===== src/rtl/cv32e40p_apu_arbiter.sv =====
// Round-robin arbiter sharing one in-order APU between NUM_REQ core-side requesters.
// An ID FIFO records each issue so results are routed back to the requester that issued them.
module cv32e40p_apu_arbiter #(
    parameter int unsigned NUM_REQ          = 2,
    parameter int unsigned MAX_OUTSTANDING  = 4,
    parameter int unsigned APU_NARGS_CPU    = 3,
    parameter int unsigned APU_WOP_CPU      = 6,
    parameter int unsigned APU_NDSFLAGS_CPU = 15,
    parameter int unsigned APU_NUSFLAGS_CPU = 5
) (
    input  logic                                          clk_i,
    input  logic                                          rst_i,
    input  logic [NUM_REQ-1:0]                            req_apu_req_i,
    output logic [NUM_REQ-1:0]                            req_apu_gnt_o,
    input  logic [NUM_REQ-1:0][APU_NARGS_CPU-1:0][31:0]   req_operands_i,
    input  logic [NUM_REQ-1:0][APU_WOP_CPU-1:0]           req_op_i,
    input  logic [NUM_REQ-1:0][APU_NDSFLAGS_CPU-1:0]      req_flags_i,
    output logic [NUM_REQ-1:0]                            req_rvalid_o,
    output logic [NUM_REQ-1:0][31:0]                      req_rdata_o,
    output logic [NUM_REQ-1:0][APU_NUSFLAGS_CPU-1:0]      req_rflags_o,
    output logic                                          apu_req_o,
    input  logic                                          apu_gnt_i,
    output logic [APU_NARGS_CPU-1:0][31:0]                apu_operands_o,
    output logic [APU_WOP_CPU-1:0]                        apu_op_o,
    output logic [APU_NDSFLAGS_CPU-1:0]                   apu_flags_o,
    input  logic                                          apu_rvalid_i,
    input  logic [31:0]                                   apu_rdata_i,
    input  logic [APU_NUSFLAGS_CPU-1:0]                   apu_rflags_i,
    output logic [$clog2(MAX_OUTSTANDING+1)-1:0]          outstanding_o,
    output logic                                          full_o,
    output logic                                          error_o
);

    localparam int unsigned IdxW = (NUM_REQ > 1) ? $clog2(NUM_REQ) : 1;
    localparam int unsigned PtrW = $clog2(MAX_OUTSTANDING);
    localparam int unsigned CntW = $clog2(MAX_OUTSTANDING + 1);

    typedef enum logic {StArb, StLock} state_e;

    state_e            state_q, state_d;
    logic [IdxW-1:0]   lock_idx_q, lock_idx_d;
    logic [IdxW-1:0]   rr_ptr_q, rr_ptr_d;
    logic [IdxW-1:0]   winner;
    logic [IdxW-1:0]   cand_idx;
    int unsigned       cand;
    logic              found;

    logic [IdxW-1:0]   id_fifo_q [MAX_OUTSTANDING];
    logic [PtrW-1:0]   wr_ptr_q, rd_ptr_q;
    logic [CntW-1:0]   count_q;
    logic              error_q;

    logic              full;
    logic              handshake;
    logic              pop;
    logic [IdxW-1:0]   head;

    assign full      = (count_q == CntW'(MAX_OUTSTANDING));
    assign apu_req_o = (|req_apu_req_i) && !full;
    assign handshake = apu_req_o && apu_gnt_i;
    assign pop       = apu_rvalid_i && (count_q != '0);
    assign head      = id_fifo_q[rd_ptr_q];

    // A locked winner holds only while it keeps requesting; otherwise arbitrate afresh this cycle.
    always_comb begin
        winner   = rr_ptr_q;
        found    = 1'b0;
        cand     = 0;
        cand_idx = '0;
        if (state_q == StLock && req_apu_req_i[lock_idx_q]) begin
            winner = lock_idx_q;
        end else begin
            for (int unsigned k = 0; k < NUM_REQ; k++) begin
                cand = 32'(rr_ptr_q) + k;
                if (cand >= NUM_REQ) cand = cand - NUM_REQ;
                cand_idx = IdxW'(cand);
                if (!found && req_apu_req_i[cand_idx]) begin
                    winner = cand_idx;
                    found  = 1'b1;
                end
            end
        end
    end

    always_ff @(posedge clk_i) begin
        if (rst_i) begin
            state_q    <= StArb;
            lock_idx_q <= '0;
            rr_ptr_q   <= '0;
        end else begin
            state_q    <= state_d;
            lock_idx_q <= lock_idx_d;
            rr_ptr_q   <= rr_ptr_d;
        end
    end

    always_comb begin
        state_d    = StArb;
        lock_idx_d = lock_idx_q;
        rr_ptr_d   = rr_ptr_q;
        if (apu_req_o && !apu_gnt_i) begin
            state_d    = StLock;
            lock_idx_d = winner;
        end
        if (handshake) begin
            rr_ptr_d = (winner == IdxW'(NUM_REQ - 1)) ? '0 : winner + IdxW'(1);
        end
    end

    always_comb begin
        req_apu_gnt_o  = '0;
        apu_operands_o = '0;
        apu_op_o       = '0;
        apu_flags_o    = '0;
        req_rvalid_o   = '0;
        req_rdata_o    = '0;
        req_rflags_o   = '0;
        if (apu_req_o) begin
            apu_operands_o = req_operands_i[winner];
            apu_op_o       = req_op_i[winner];
            apu_flags_o    = req_flags_i[winner];
        end
        if (handshake) req_apu_gnt_o[winner] = 1'b1;
        if (pop) begin
            req_rvalid_o[head] = 1'b1;
            req_rdata_o[head]  = apu_rdata_i;
            req_rflags_o[head] = apu_rflags_i;
        end
    end

    always_ff @(posedge clk_i) begin
        if (!rst_i && handshake) id_fifo_q[wr_ptr_q] <= winner;
    end

    always_ff @(posedge clk_i) begin
        if (rst_i) begin
            wr_ptr_q <= '0;
            rd_ptr_q <= '0;
            count_q  <= '0;
            error_q  <= 1'b0;
        end else begin
            if (handshake) wr_ptr_q <= wr_ptr_q + PtrW'(1);
            if (pop)       rd_ptr_q <= rd_ptr_q + PtrW'(1);
            if (handshake && !pop)      count_q <= count_q + CntW'(1);
            else if (!handshake && pop) count_q <= count_q - CntW'(1);
            // A result with nothing in flight is a unit protocol violation.
            if (apu_rvalid_i && count_q == '0) error_q <= 1'b1;
        end
    end

    assign outstanding_o = count_q;
    assign full_o        = full;
    assign error_o       = error_q;

endmodule


===== config.mk =====
export PLATFORM = sky130hd
export DESIGN_NAME = cv32e40p_apu_arbiter
export DESIGN_NICKNAME = d
export VERILOG_FILES = /design/src/rtl/cv32e40p_apu_arbiter.sv
export SDC_FILE = /design/constraint.sdc
export NUM_CORES = 1
export LEC_CHECK = 0
export BUFFER_PORTS_ARGS = -buffer_cell sky130_fd_sc_hd__clkbuf_2
export CAP_MARGIN = 10
export CORE_AREA = 2 2 185 187
export DETAILED_ROUTE_END_ITERATION = 16
export DIE_AREA = 0 0 187 189
export RECOVER_POWER = 100
export SLEW_MARGIN = 0
export SYNTH_ARGS = -nofsm -noshare
export SYNTH_HDL_FRONTEND = slang
export SYNTH_SLANG_ARGS = --single-unit

===== constraint.sdc =====
create_clock -name clk_i -period 2.7 [get_ports clk_i]
set_input_delay 0.27 -clock clk_i [delete_from_list [all_inputs] [get_ports clk_i]]
set_output_delay 0.27 -clock clk_i [all_outputs]
set_load 0.05 [all_outputs]

==> qor.log, run 1 <==
qor: worst_setup_path.crit_family buffers and inverters
qor: timing.rsz0062_at_grt yes
qor: worst_setup_path.timing.critical_path.buf_inv 2
qor: worst_setup_path.critical_path.max_fanout 134
qor: worst_setup_path.arrival 2.33 ns
qor: clock_network.buffers_inserted_during_post_cts_setup_optimization 0
qor: worst_setup_path.slowest_stage sky130_fd_sc_hd__dfxtp_1
qor: place.globalplace.congestion 0.810
qor: detailed_routing.detail_route.vias_per_cell 4.11
qor: floorplan.die-area 35,300 um^2
qor: logic_synthesis.synthMostInstantiatedCell sky130_fd_sc_hd__nand2_1
qor: timing.timing.fmax 385 MHz
qor: detailed_routing.routedWlPerCell 13.1 um
qor: grt.first_global_vias 5,537
qor: logic_synthesis.yosysTopAreaCellShare 21.3%
qor: worst_setup_path.timing.critical_path.to_type output port
qor: min_path.worstHoldPathType in -> reg
qor: worst_setup_path.worst-endpoint-required 2.43 ns
qor: timing.worstMarginPinSlew 1.14 ns
qor: clock_network.root_buffer sky130_fd_sc_hd__clkbuf_16
qor: pwr.finalPower 5.88 mW
qor: timing.max_transition_viols_final 0
qor: logic_synthesis.synth_top_cells_by_count sky130_fd_sc_hd__nand2_1, sky130_fd_sc_hd__nand4_1, sky130_fd_sc_hd__o21ai_1
qor: pwr.pwr_density_cell 893 nW/um^2
qor: timing.timing.final.crit_period 2.60 ns
qor: final_layout.final.fill_count 3,783
qor: pwr.ir_worst_vdd 0.000271 V
qor: final_layout.final_layout_size_suffix_gt1_share 53.6%
qor: detailed_routing.detailroute.via_count 6,090
qor: clock_network.h-tree-depth 1
qor: grt.initial_antenna_violation_count 2
qor: timing.whs 0.246 ns
qor: detailed_routing.detail_route.wirelength 19,400 um
qor: timing.finalSetupViolCount 0
qor: place.place_area 6490 um^2
qor: floorplan.start_util 10.3%
qor: grt.global_route.overflow_total 0
qor: floorplan.die_w 187 um
qor: logic_synthesis.mean_instance_size_in_the_synthesized_netlist 5.54 um^2
qor: final_layout.num-nets-final 1,316
qor: logic_synthesis.synth_area_leader_cell sky130_fd_sc_hd__nand4_1
qor: logic_synthesis.synth_seq_cells 17
qor: clock_network.path_clk_slew 0.05 ns
qor: detailed_routing.drtIter0Drc 310
qor: logic_synthesis.ys.warnings.count 0
qor: timing.slew_headroom 23.7%
qor: grt.grt_util_all_layers 9.88%
qor: grt.grt_max_degree 135
qor: timing.timing.final.crit_share 96.2%
qor: logic_synthesis.synthTopCellsByArea sky130_fd_sc_hd__nand4_1, sky130_fd_sc_hd__nand2_1, sky130_fd_sc_hd__o21ai_1
qor: timing.hold_viol_final 0
qor: worst_setup_path.worstSetupStartpointType register
qor: logic_synthesis.synth.net_count 903
qor: clock_network.clock_tree.buffer_depth 2
qor: logic_synthesis.synth_flop_cell sky130_fd_sc_hd__dfxtp_1
qor: detailed_routing.postRouteAntennaNets 0
qor: pwr.leakagePower 3.64 nW
qor: clock_network.cts_tree yes
qor: place.hpwl 15,100 um
qor: worst_setup_path.path_cells nor3b_4 > nor2_4 > buf_16 > nand4_1 > o21ai_1 > clkbuf_2
qor: worst_setup_path.setup.worst_path.class reg -> out
qor: floorplan.dieHeight 189 um
qor: clock_network.cts_made_buffers 3
qor: grt.grt_first_pass_wirelength 28,600 um
qor: worst_setup_path.critical-path-max-stage-delay 0.50 ns
qor: job.drv.max_cap_violation_count 0
qor: status.outcome finished clean
qor: clock_network.cts.sink_count 17
qor: detailed_routing.drt_drc_violations_left 0
qor: final_layout.fin_cells 1,482
qor: floorplan.coreArea 33,300 um^2
qor: place.placed_cell_count 1,476
qor: floorplan.io_pins 478
qor: logic_synthesis.async_flop_share 0%
qor: timing.clock_skew 0.000962 ns
qor: logic_synthesis.synth_sequential_area_ratio 11.1%
qor: final_layout.stdcell_area 6590 um^2
qor: place.port_buf_inserts 477
qor: clock_network.post_cts_hold_buffer_count 0
qor: logic_synthesis.synth.cell_area 3430 um^2
qor: clock_network.worst_skew_pair.late_latency 0.25 ns
qor: logic_synthesis.synth.distinct_cells 32
qor: detailed_routing.drt-pass1-iter-count 7
qor: final_layout.area_growth 91.7%
qor: logic_synthesis.syn-instance-count 620
qor: floorplan.std_cell_rows 67
qor: logic_synthesis.number_of_synthesized_flops_with_an_enable_pin 4
## worst paths after layout
kind / start / cells after the start / slack, ns / end
max reg2reg: outstanding_o[0] / 10 / 0.24 / outstanding_o[2]
min: apu_gnt_i / 2 / 0.25 / state_q
min reg2reg: error_o / 2 / 0.47 / error_o
max: outstanding_o[0] / 6 / 0.10 / apu_operands_o[2]
## cell families after synthesis
group | count (synthesis) | share of synthesized area, %
multiplexers | 3 | 1.24
AND/OR/NAND/NOR | 374 | 53.2
buffers and inverters | 88 | 11.4
AO/OA/AOI/OAI | 127 | 19.4
adder cells (fa/ha/maj) | 6 | 2.40
flip-flops | 17 | 11.1
XOR/XNOR | 5 | 1.28
## cell type report
type	count	area, um^2	area share (%)
antenna	2	5.00	0.0760
clock buffer	3	75.1	1.14
clock inverter	1	7.51	0.114
inverter	8	30.0	0.456
multi-input combinational	515	2870	43.6
sequential	17	380	5.78
tap	448	561	8.51
timing repair buffer	488	2650	40.3
## metal layers
metal	share of wire, %	global-route usage (%)	vias up
met5	0	0	-
li1	-	-	3048
met2	50	18.8	300
met4	1.4	2.44	0
met1	42	11.7	2727
met3	6.8	1.17	15
## layout by cell type (no fill, tap or decap), drive strengths merged, types with 2 or more instances in the layout
master	synthesis	routed
a21oi	3	3
and2	7	7
and3	37	37
buf	45	16
clkbuf	35	475
dfxtp	13	13
diode	0	2
edfxtp	4	4
ha	5	5
inv	8	8
mux2i	2	2
nand2	156	156
nand4	117	117
nor2	51	51
nor3	2	2
o21ai	121	121
xnor2	2	2
xor2	3	3
## power by group
part / switching, mW / internal [mW]
sequential: 0.0639 / 0.321
clock: 0.0964 / 0.200
combinational: 3.96 / 1.24
## per-stage QoR
step           setup WS [ns]  utilization [%]  setup TNS [ns]
3_3_place_gp           0.332             19.5               0
5_1_grt              -0.0437             19.8         -0.0437
3_5_place_dp           0.290             19.5               0
4_1_cts                0.154             19.7               0
6_report               0.103             19.8               0
2_1_floorplan        0.00800                -               0
## repair_timing
item	4_1_cts	5_1_grt
gates resized for setup	0	1
endpoints found under the setup margin	0	1
endpoints found under the hold margin	0	0
Note: power is estimated with default switching activity, not from simulation.
==> inputs of run 2 (changes only) <==
Settings changed: ABC_AREA set to 1, CORE_AREA 2 2 185 187 to 2 2 188 190, DIE_AREA 0 0 187 189 to 0 0 190 192.
==> qor.log, run 2 <==
qor: status.outcome finished clean [unchanged]
qor: worst_setup_path.critical-path-max-stage-delay 0.49 ns [was 0.50 ns]
qor: logic_synthesis.async_flop_share 0% [unchanged]
qor: clock_network.cts.sink_count 17 [unchanged]
qor: worst_setup_path.r2r_slack 0.78 ns [was 0.24 ns]
qor: floorplan.start_util 11.6% [was 10.3%]
qor: clock_network.worst_skew_pair.late_latency 0.24 ns [was 0.25 ns]
qor: clock_network.cts_made_buffers 3 [unchanged]
qor: detailed_routing.drt-pass1-iter-count 5 [was 7]
qor: final_layout.num-nets-final 1,605 [was 1,316]
qor: floorplan.die-area 36,500 um^2 [was 35,300 um^2]
qor: detailed_routing.drt_drc_violations_left 0 [unchanged]
qor: logic_synthesis.synth_sequential_area_ratio 9.57% [was 11.1%]
qor: pwr.switching_share 73.7% [was 70.1%]
qor: clock_network.clock_tree.buffer_depth 2 [unchanged]
qor: logic_synthesis.syn-instance-count 879 [was 620]
qor: clock_network.cts_tree yes [unchanged]
qor: grt.grt_util_all_layers 9.79% [was 9.88%]
qor: pwr.cell_internal_pwr 1.58 mW [was 1.76 mW]
qor: pwr.netSwitchingPower 4.43 mW [was 4.12 mW]
qor: timing.timing.final.crit_period 2.47 ns [was 2.60 ns]
qor: pwr.leakagePower 4.33 nW [was 3.64 nW]
qor: worst_setup_path.critical_path.max_fanout 45 [was 134]
qor: logic_synthesis.synth.net_count 1,162 [was 903]
qor: place.hpwl 17,100 um [was 15,100 um]
qor: worst_setup_path.setup.worst_path.class reg -> out [unchanged]
qor: final_layout.most_frequent_standard_cell_in_the_layout_excluding_fill_and_tap_cells sky130_fd_sc_hd__nor2_1 [was sky130_fd_sc_hd__clkbuf_2]
qor: logic_synthesis.synth.cell_area 3970 um^2 [was 3430 um^2]
qor: logic_synthesis.synth_top_cells_by_count sky130_fd_sc_hd__nor2_1, sky130_fd_sc_hd__inv_1, sky130_fd_sc_hd__nand2_1 [was sky130_fd_sc_hd__nand2_1, sky130_fd_sc_hd__nand4_1, sky130_fd_sc_hd__o21ai_1]
qor: pwr.ir_worst_vdd 0.000382 V [was 0.000271 V]
qor: pwr.seq_power_share 6.1% [was 6.5%]
qor: grt.grt_max_degree 82 [was 135]
qor: final_layout.n_antenna_cell 0 [was 2]
qor: timing.worstMarginPinSlew 0.658 ns [was 1.14 ns]
qor: pwr.power.clock.fraction 4.8% [was 5.0%]
qor: timing.slew_headroom 56.3% [was 23.7%]
qor: detailed_routing.detailroute.via_count 6,635 [was 6,090]
qor: worst_setup_path.worst-endpoint-required 2.43 ns [about the same]
qor: detailed_routing.drtIter0Drc 247 [was 310]
qor: logic_synthesis.synth_area_leader_cell sky130_fd_sc_hd__nor2_1 [was sky130_fd_sc_hd__nand4_1]
qor: worst_setup_path.worst-r2r-cell-count 13 [was 10]
qor: detailed_routing.routedWlPerCell 11.5 um [was 13.1 um]
qor: min_path.holdCritStartpoint apu_rvalid_i [was apu_gnt_i]
qor: place.globalplace.congestion 0.849 [was 0.810]
qor: grt.first_global_vias 5,711 [was 5,537]
qor: timing.timing.fmax 405 MHz [was 385 MHz]
qor: grt.global_route.overflow_total 0 [unchanged]
qor: logic_synthesis.synthMostInstantiatedCell sky130_fd_sc_hd__nor2_1 [was sky130_fd_sc_hd__nand2_1]
qor: floorplan.std_cell_rows 68 [was 67]
qor: timing.totalNegativeSetupSlack 0 ns [unchanged]
qor: grt.initial_antenna_violation_count 1 [was 2]
qor: worst_setup_path.path_cells nor2_1 > nand2_1 > inv_2 > nor2_8 > buf_12 > nand2_1 > nor2_1 > clkbuf_1 [was nor3b_4 > nor2_4 > buf_16 > nand4_1 > o21ai_1 > clkbuf_2]
qor: timing.max_transition_viols_final 0 [unchanged]
qor: worst_setup_path.worstSetupStartpointType register [unchanged]
qor: final_layout.final_cell_mix sky130_fd_sc_hd__nor2_1, sky130_fd_sc_hd__clkbuf_2, sky130_fd_sc_hd__clkbuf_1 [was sky130_fd_sc_hd__clkbuf_2, sky130_fd_sc_hd__nand2_1, sky130_fd_sc_hd__nand4_1]
qor: worst_setup_path.worst_r2r_endpoint outstanding_o[2] [unchanged]
qor: timing.clock_skew 0.00330 ns [was 0.000962 ns]
qor: logic_synthesis.ys.warnings.count 0 [unchanged]
qor: logic_synthesis.synth_flop_cell sky130_fd_sc_hd__dfxtp_1 [unchanged]
qor: worst_setup_path.slowest_stage sky130_fd_sc_hd__clkbuf_1 [was sky130_fd_sc_hd__dfxtp_1]
qor: floorplan.io_pins 478 [unchanged]
qor: clock_network.path_clk_slew 0.05 ns [about the same]
qor: logic_synthesis.mean_instance_size_in_the_synthesized_netlist 4.52 um^2 [was 5.54 um^2]
qor: worst_setup_path.timing.critical_path.to_type output port [unchanged]
qor: final_layout.post-route-util 19.8% [about the same]
qor: logic_synthesis.synth.distinct_cells 21 [was 32]
qor: min_path.hold_depth 3 [was 2]
qor: clock_network.number_of_gates_resized_after_cts 0 [unchanged]
qor: clock_network.buffers_inserted_during_post_cts_setup_optimization 0 [unchanged]
qor: floorplan.coreArea 34,300 um^2 [was 33,300 um^2]
qor: detailed_routing.detail_route.vias_per_cell 3.74 [was 4.11]
qor: timing.timing.final.crit_share 91.4% [was 96.2%]
qor: timing.hold_viol_final 0 [unchanged]
qor: worst_setup_path.cp-startpoint outstanding_o[0] [unchanged]
qor: place.port_buf_inserts 477 [unchanged]
qor: worst_setup_path.regToRegStartpoint outstanding_o[0] [unchanged]
qor: clock_network.h-tree-depth 1 [unchanged]
qor: detailed_routing.detail_route.wirelength 20,500 um [was 19,400 um]
qor: floorplan.dieHeight 192 um [was 189 um]
qor: min_path.hold_path_end error_o [was state_q]
qor: job.drv.max_cap_violation_count 0 [unchanged]
qor: logic_synthesis.synth_seq_cells 17 [unchanged]
qor: detailed_routing.postRouteAntennaNets 0 [unchanged]
qor: clock_network.root_buffer sky130_fd_sc_hd__clkbuf_16 [unchanged]
qor: floorplan.die_w 190 um [was 187 um]
qor: min_path.worstHoldPathType in -> reg [unchanged]
qor: logic_synthesis.synthTopCellsByArea sky130_fd_sc_hd__nor2_1, sky130_fd_sc_hd__inv_1, sky130_fd_sc_hd__nand3_1 [was sky130_fd_sc_hd__nand4_1, sky130_fd_sc_hd__nand2_1, sky130_fd_sc_hd__o21ai_1]
qor: pwr.pwr_density_cell 885 nW/um^2 [was 893 nW/um^2]
qor: worst_setup_path.arrival 2.20 ns [was 2.33 ns]
qor: pwr.comb_power_share 89.1% [was 88.4%]
qor: timing.finalSetupViolCount 0 [unchanged]
qor: logic_synthesis.number_of_synthesized_flops_with_an_enable_pin 4 [unchanged]
qor: grt.grt_first_pass_wirelength 28,700 um [was 28,600 um]
qor: final_layout.area_growth 70.7% [was 91.7%]
qor: final_layout.final_layout_size_suffix_gt1_share 24.3% [was 53.6%]
qor: logic_synthesis.yosysTopAreaCellShare 30.8% [was 21.3%]
qor: clock_network.post_cts_hold_buffer_count 0 [unchanged]
qor: timing.rsz0062_at_grt no [was yes]
## run 2: changes by cell type after synthesis, moves of 34 or more
cell / change
sky130_fd_sc_hd__and3_1: -37
sky130_fd_sc_hd__nand3_1: +125
sky130_fd_sc_hd__clkbuf_1: -34
sky130_fd_sc_hd__nand4_1: -116
sky130_fd_sc_hd__nor2_1: +275
sky130_fd_sc_hd__o21ai_1: -117
sky130_fd_sc_hd__inv_1: +168
## run 2: worst max-delay path by stage
stage	end
finish	apu_operands_o[87]
global route	apu_operands_o[87]
CTS	apu_operands_o[17]
detailed placement	apu_operands_o[17]
global placement	apu_operands_o[17]
floorplan	apu_operands_o[43]
## run 2: cells by family after synthesis
group / count (synthesis) / synth area share (%)
AND/OR/NAND/NOR: 614 / 63.0
buffers and inverters: 237 / 24.6
flip-flops: 17 / 9.57
adder cells (fa/ha/maj): 6 / 2.08
AO/OA/AOI/OAI: 4 / 0.504
XOR/XNOR: 1 / 0.220
## run 2: stage by stage
| stage | cells | hold slack (ns) | total power [mW] | worst slack [ns] | cell area, um^2 |
|---|---|---|---|---|---|
| floorplan | 879 | 0.434 | 4.58 | 0.0365 | 3970 |
| global placement | 1772 | 0.439 | 5.94 | 0.561 | 6940 |
| detailed placement | 1772 | 0.447 | 5.95 | 0.608 | 6940 |
| CTS | 1776 | 0.334 | 6.25 | 0.338 | 7020 |
| global route | 1776 | 0.341 | 6.41 | 0.100 | 6790 |
| finish | 1776 | 0.333 | 6.01 | 0.231 | 6790 |
## run 2: power by group through the flow
stage	clock, mW	combinational [mW]	sequential, mW
after global routing	0.312	5.73	0.371
after global placement	0	5.57	0.367
after CTS	0.296	5.59	0.365
after floorplan	0	4.14	0.441
final	0.291	5.35	0.365
after detailed placement	0	5.58	0.369
## run 2: layer usage
| metal | global-route usage [%] | up-vias | wire length [um] |
|---|---|---|---|
| met1 | 11.7 | 2884 | 8130 |
| met4 | 1.16 | 0 | 154 |
| li1 | - | 3432 | - |
| met2 | 18.8 | 307 | 10500 |
| met3 | 1.53 | 12 | 1700 |
| met5 | 0 | - | 0 |
## run 2: area by class of cell
| class | count | area [um^2] |
|---|---|---|
| Inverter | 178 | 668 |
| Timing Repair Buffer | 497 | 2460 |
| Clock buffer | 4 | 78.8 |
| Sequential cell | 17 | 380 |
| Multi-Input combinational cell | 625 | 2630 |
| Fill cell | 4036 | 27500 |
| Tap cell | 455 | 569 |
## run 2: critical path: cells and delay by family, from the launching register on
family / cells / cell delay (ns)
flops: 1 / 0.42
simple gates: 5 / 0.67
buf+inv: 3 / 0.82
==> inputs of run 3 (changes only) <==
Settings changed: CTS_BUF_LIST set to sky130_fd_sc_hd__clkbuf_16, GPL_ROUTABILITY_DRIVEN set to 1.
==> qor.log, run 3 (synthesis results as in run 2) <==
qor: floorplan.dieHeight 192 um [unchanged]
qor: clock_network.cts.sink_count 17 [unchanged]
qor: final_layout.post-route-util 19.8% [unchanged]
qor: worst_setup_path.setup.worst_path.class reg -> out [unchanged]
qor: final_layout.final_layout_size_suffix_gt1_share 24.3% [unchanged]
qor: min_path.worstHoldPathType in -> reg [unchanged]
qor: timing.totalNegativeSetupSlack 0 ns [unchanged]
qor: timing.timing.final.crit_period 2.47 ns [about the same]
qor: clock_network.number_of_gates_resized_after_cts 0 [unchanged]
qor: clock_network.buffers_inserted_during_post_cts_setup_optimization 0 [unchanged]
qor: grt.grt_first_pass_wirelength 28,700 um [unchanged]
qor: worst_setup_path.worst_r2r_endpoint outstanding_o[2] [unchanged]
qor: final_layout.n_antenna_cell 0 [unchanged]
qor: timing.worstMarginPinSlew 0.658 ns [about the same]
qor: worst_setup_path.crit_family buffers and inverters [unchanged]
qor: grt.grt_max_degree 82 [unchanged]
qor: detailed_routing.detail_route.wirelength 20,500 um [about the same]
qor: timing.whs 0.334 ns [was 0.333 ns]
qor: worst_setup_path.arrival 2.20 ns [about the same]
qor: final_layout.num-nets-final 1,605 [unchanged]
qor: min_path.hold_path_end error_o [unchanged]
qor: worst_setup_path.slowest_stage sky130_fd_sc_hd__clkbuf_1 [unchanged]
qor: detailed_routing.drtIter0Drc 245 [was 247]
qor: clock_network.clock_tree.buffer_depth 2 [unchanged]
qor: worst_setup_path.worst-r2r-cell-count 13 [unchanged]
qor: timing.rsz0062_at_grt no [unchanged]
qor: detailed_routing.detail_route.vias_per_cell 3.73 [was 3.74]
qor: timing.hold_viol_final 0 [unchanged]
qor: worst_setup_path.worstSetupStartpointType register [unchanged]
qor: pwr.ir_worst_vdd 0.000382 V [about the same]
qor: grt.grt_util_all_layers 9.79% [unchanged]
qor: floorplan.die-area 36,500 um^2 [unchanged]
qor: timing.timing.final.crit_share 91.5% [was 91.4%]
qor: job.drv.max_cap_violation_count 0 [unchanged]
qor: clock_network.cts_tree yes [unchanged]
qor: floorplan.io_pins 478 [unchanged]
qor: min_path.hold_depth 3 [unchanged]
qor: floorplan.std_cell_rows 68 [unchanged]
qor: final_layout.final_cell_mix sky130_fd_sc_hd__nor2_1, sky130_fd_sc_hd__clkbuf_2, sky130_fd_sc_hd__clkbuf_1 [unchanged]
qor: clock_network.path_clk_slew 0.05 ns [about the same]
qor: final_layout.final.fill_count 4,036 [unchanged]
qor: floorplan.coreArea 34,300 um^2 [unchanged]
qor: worst_setup_path.timing.critical_path.buf_inv 3 [unchanged]
qor: floorplan.die_w 190 um [unchanged]
qor: grt.global_route.overflow_total 0 [unchanged]
qor: clock_network.post_cts_hold_buffer_count 0 [unchanged]
qor: pwr.leakagePower 4.33 nW [about the same]
qor: clock_network.root_buffer sky130_fd_sc_hd__clkbuf_16 [unchanged]
qor: clock_network.cts_made_buffers 3 [unchanged]
qor: worst_setup_path.critical_path.max_fanout 45 [unchanged]
qor: detailed_routing.drt_drc_violations_left 0 [unchanged]
qor: status.outcome finished clean [unchanged]
qor: detailed_routing.postRouteAntennaNets 0 [unchanged]
qor: timing.max_transition_viols_final 0 [unchanged]
qor: worst_setup_path.regToRegStartpoint outstanding_o[0] [unchanged]
qor: timing.clock_skew 0.00214 ns [was 0.00330 ns]
qor: floorplan.start_util 11.6% [unchanged]
qor: worst_setup_path.cp-startpoint outstanding_o[0] [unchanged]
qor: worst_setup_path.worst-endpoint-required 2.43 ns [about the same]
qor: final_layout.most_frequent_standard_cell_in_the_layout_excluding_fill_and_tap_cells sky130_fd_sc_hd__nor2_1 [unchanged]
qor: worst_setup_path.critical-path-max-stage-delay 0.49 ns [about the same]
qor: grt.first_global_vias 5,711 [unchanged]
qor: clock_network.worst_skew_pair.late_latency 0.24 ns [about the same]
qor: timing.slew_headroom 56.3% [about the same]
qor: place.hpwl 17,100 um [unchanged]
qor: place.placed_cell_count 1,772 [unchanged]
qor: clock_network.h-tree-depth 1 [unchanged]
qor: grt.initial_antenna_violation_count 1 [unchanged]
qor: place.port_buf_inserts 477 [unchanged]
qor: worst_setup_path.timing.critical_path.to_type output port [unchanged]
qor: final_layout.fin_cells 1,776 [unchanged]
qor: pwr.pwr_density_cell 885 nW/um^2 [about the same]
qor: timing.finalSetupViolCount 0 [unchanged]
qor: worst_setup_path.path_cells nor2_1 > nand2_1 > inv_2 > nor2_8 > buf_12 > nand2_1 > nor2_1 > clkbuf_1 [unchanged]
qor: min_path.holdCritStartpoint apu_rvalid_i [unchanged]
qor: worst_setup_path.critical_path_cell_count 8 [unchanged]
qor: worst_setup_path.r2r_slack 0.78 ns [about the same]
qor: detailed_routing.routedWlPerCell 11.5 um [about the same]
qor: timing.timing.fmax 405 MHz [about the same]
qor: final_layout.area_growth 70.7% [unchanged]
qor: place.globalplace.congestion 0.849 [unchanged]
qor: detailed_routing.detailroute.via_count 6,632 [was 6,635]
qor: detailed_routing.drt-pass1-iter-count 5 [unchanged]
[run 3: power by group]
group	switching [mW]	internal (mW)
combinational	4.29	1.06
clock	0.0886	0.196
sequential	0.0457	0.319
[run 3: how the worst max path moves through the flow]
stage | to | slack [ns]
global placement | apu_operands_o[17] | 0.56
global route | apu_operands_o[64] | 0.1
detailed placement | apu_operands_o[17] | 0.61
finish | apu_operands_o[87] | 0.23
floorplan | apu_operands_o[43] | 0.04
CTS | apu_operands_o[17] | 0.34
[run 3: through the flow]
stage | total power, mW | instance area (um^2) | setup slack, ns
6_report | 6.00 | 6790 | 0.230
5_1_grt | 6.41 | 6790 | 0.0972
4_1_cts | 6.25 | 7020 | 0.338
3_5_place_dp | 5.95 | 6940 | 0.608
3_3_place_gp | 5.94 | 6940 | 0.561
2_1_floorplan | 4.58 | 3970 | 0.0365
[run 3: tightest hold or removal path: cells and delay by family]
| family | cells | cell delay, ns |
|---|---|---|
| buf+inv | 1 | 0.11 |
| simple gates | 1 | 0.09 |
| compound gates | 1 | 0.06 |
[run 3: cell type report]
| type | count | area (um^2) | area share (%) |
|---|---|---|---|
| well taps | 455 | 569 | 8.39 |
| clock inverters | 1 | 3.75 | 0.0553 |
| multi-input cells | 625 | 2630 | 38.8 |
| flip-flops and latches | 17 | 380 | 5.61 |
| clock buffers | 3 | 75.1 | 1.11 |
| repair buffers | 497 | 2460 | 36.2 |
| inverters | 178 | 668 | 9.85 |
[run 3: layer usage]
| layer | up-vias | GRT usage, % | part of all wire, % |
|---|---|---|---|
| li1 | 3432 | - | - |
| met1 | 2885 | 11.7 | 40 |
| met2 | 303 | 18.8 | 51 |
| met3 | 12 | 1.53 | 8.1 |
| met4 | 0 | 1.16 | 0.75 |
| met5 | - | 0 | 0 |
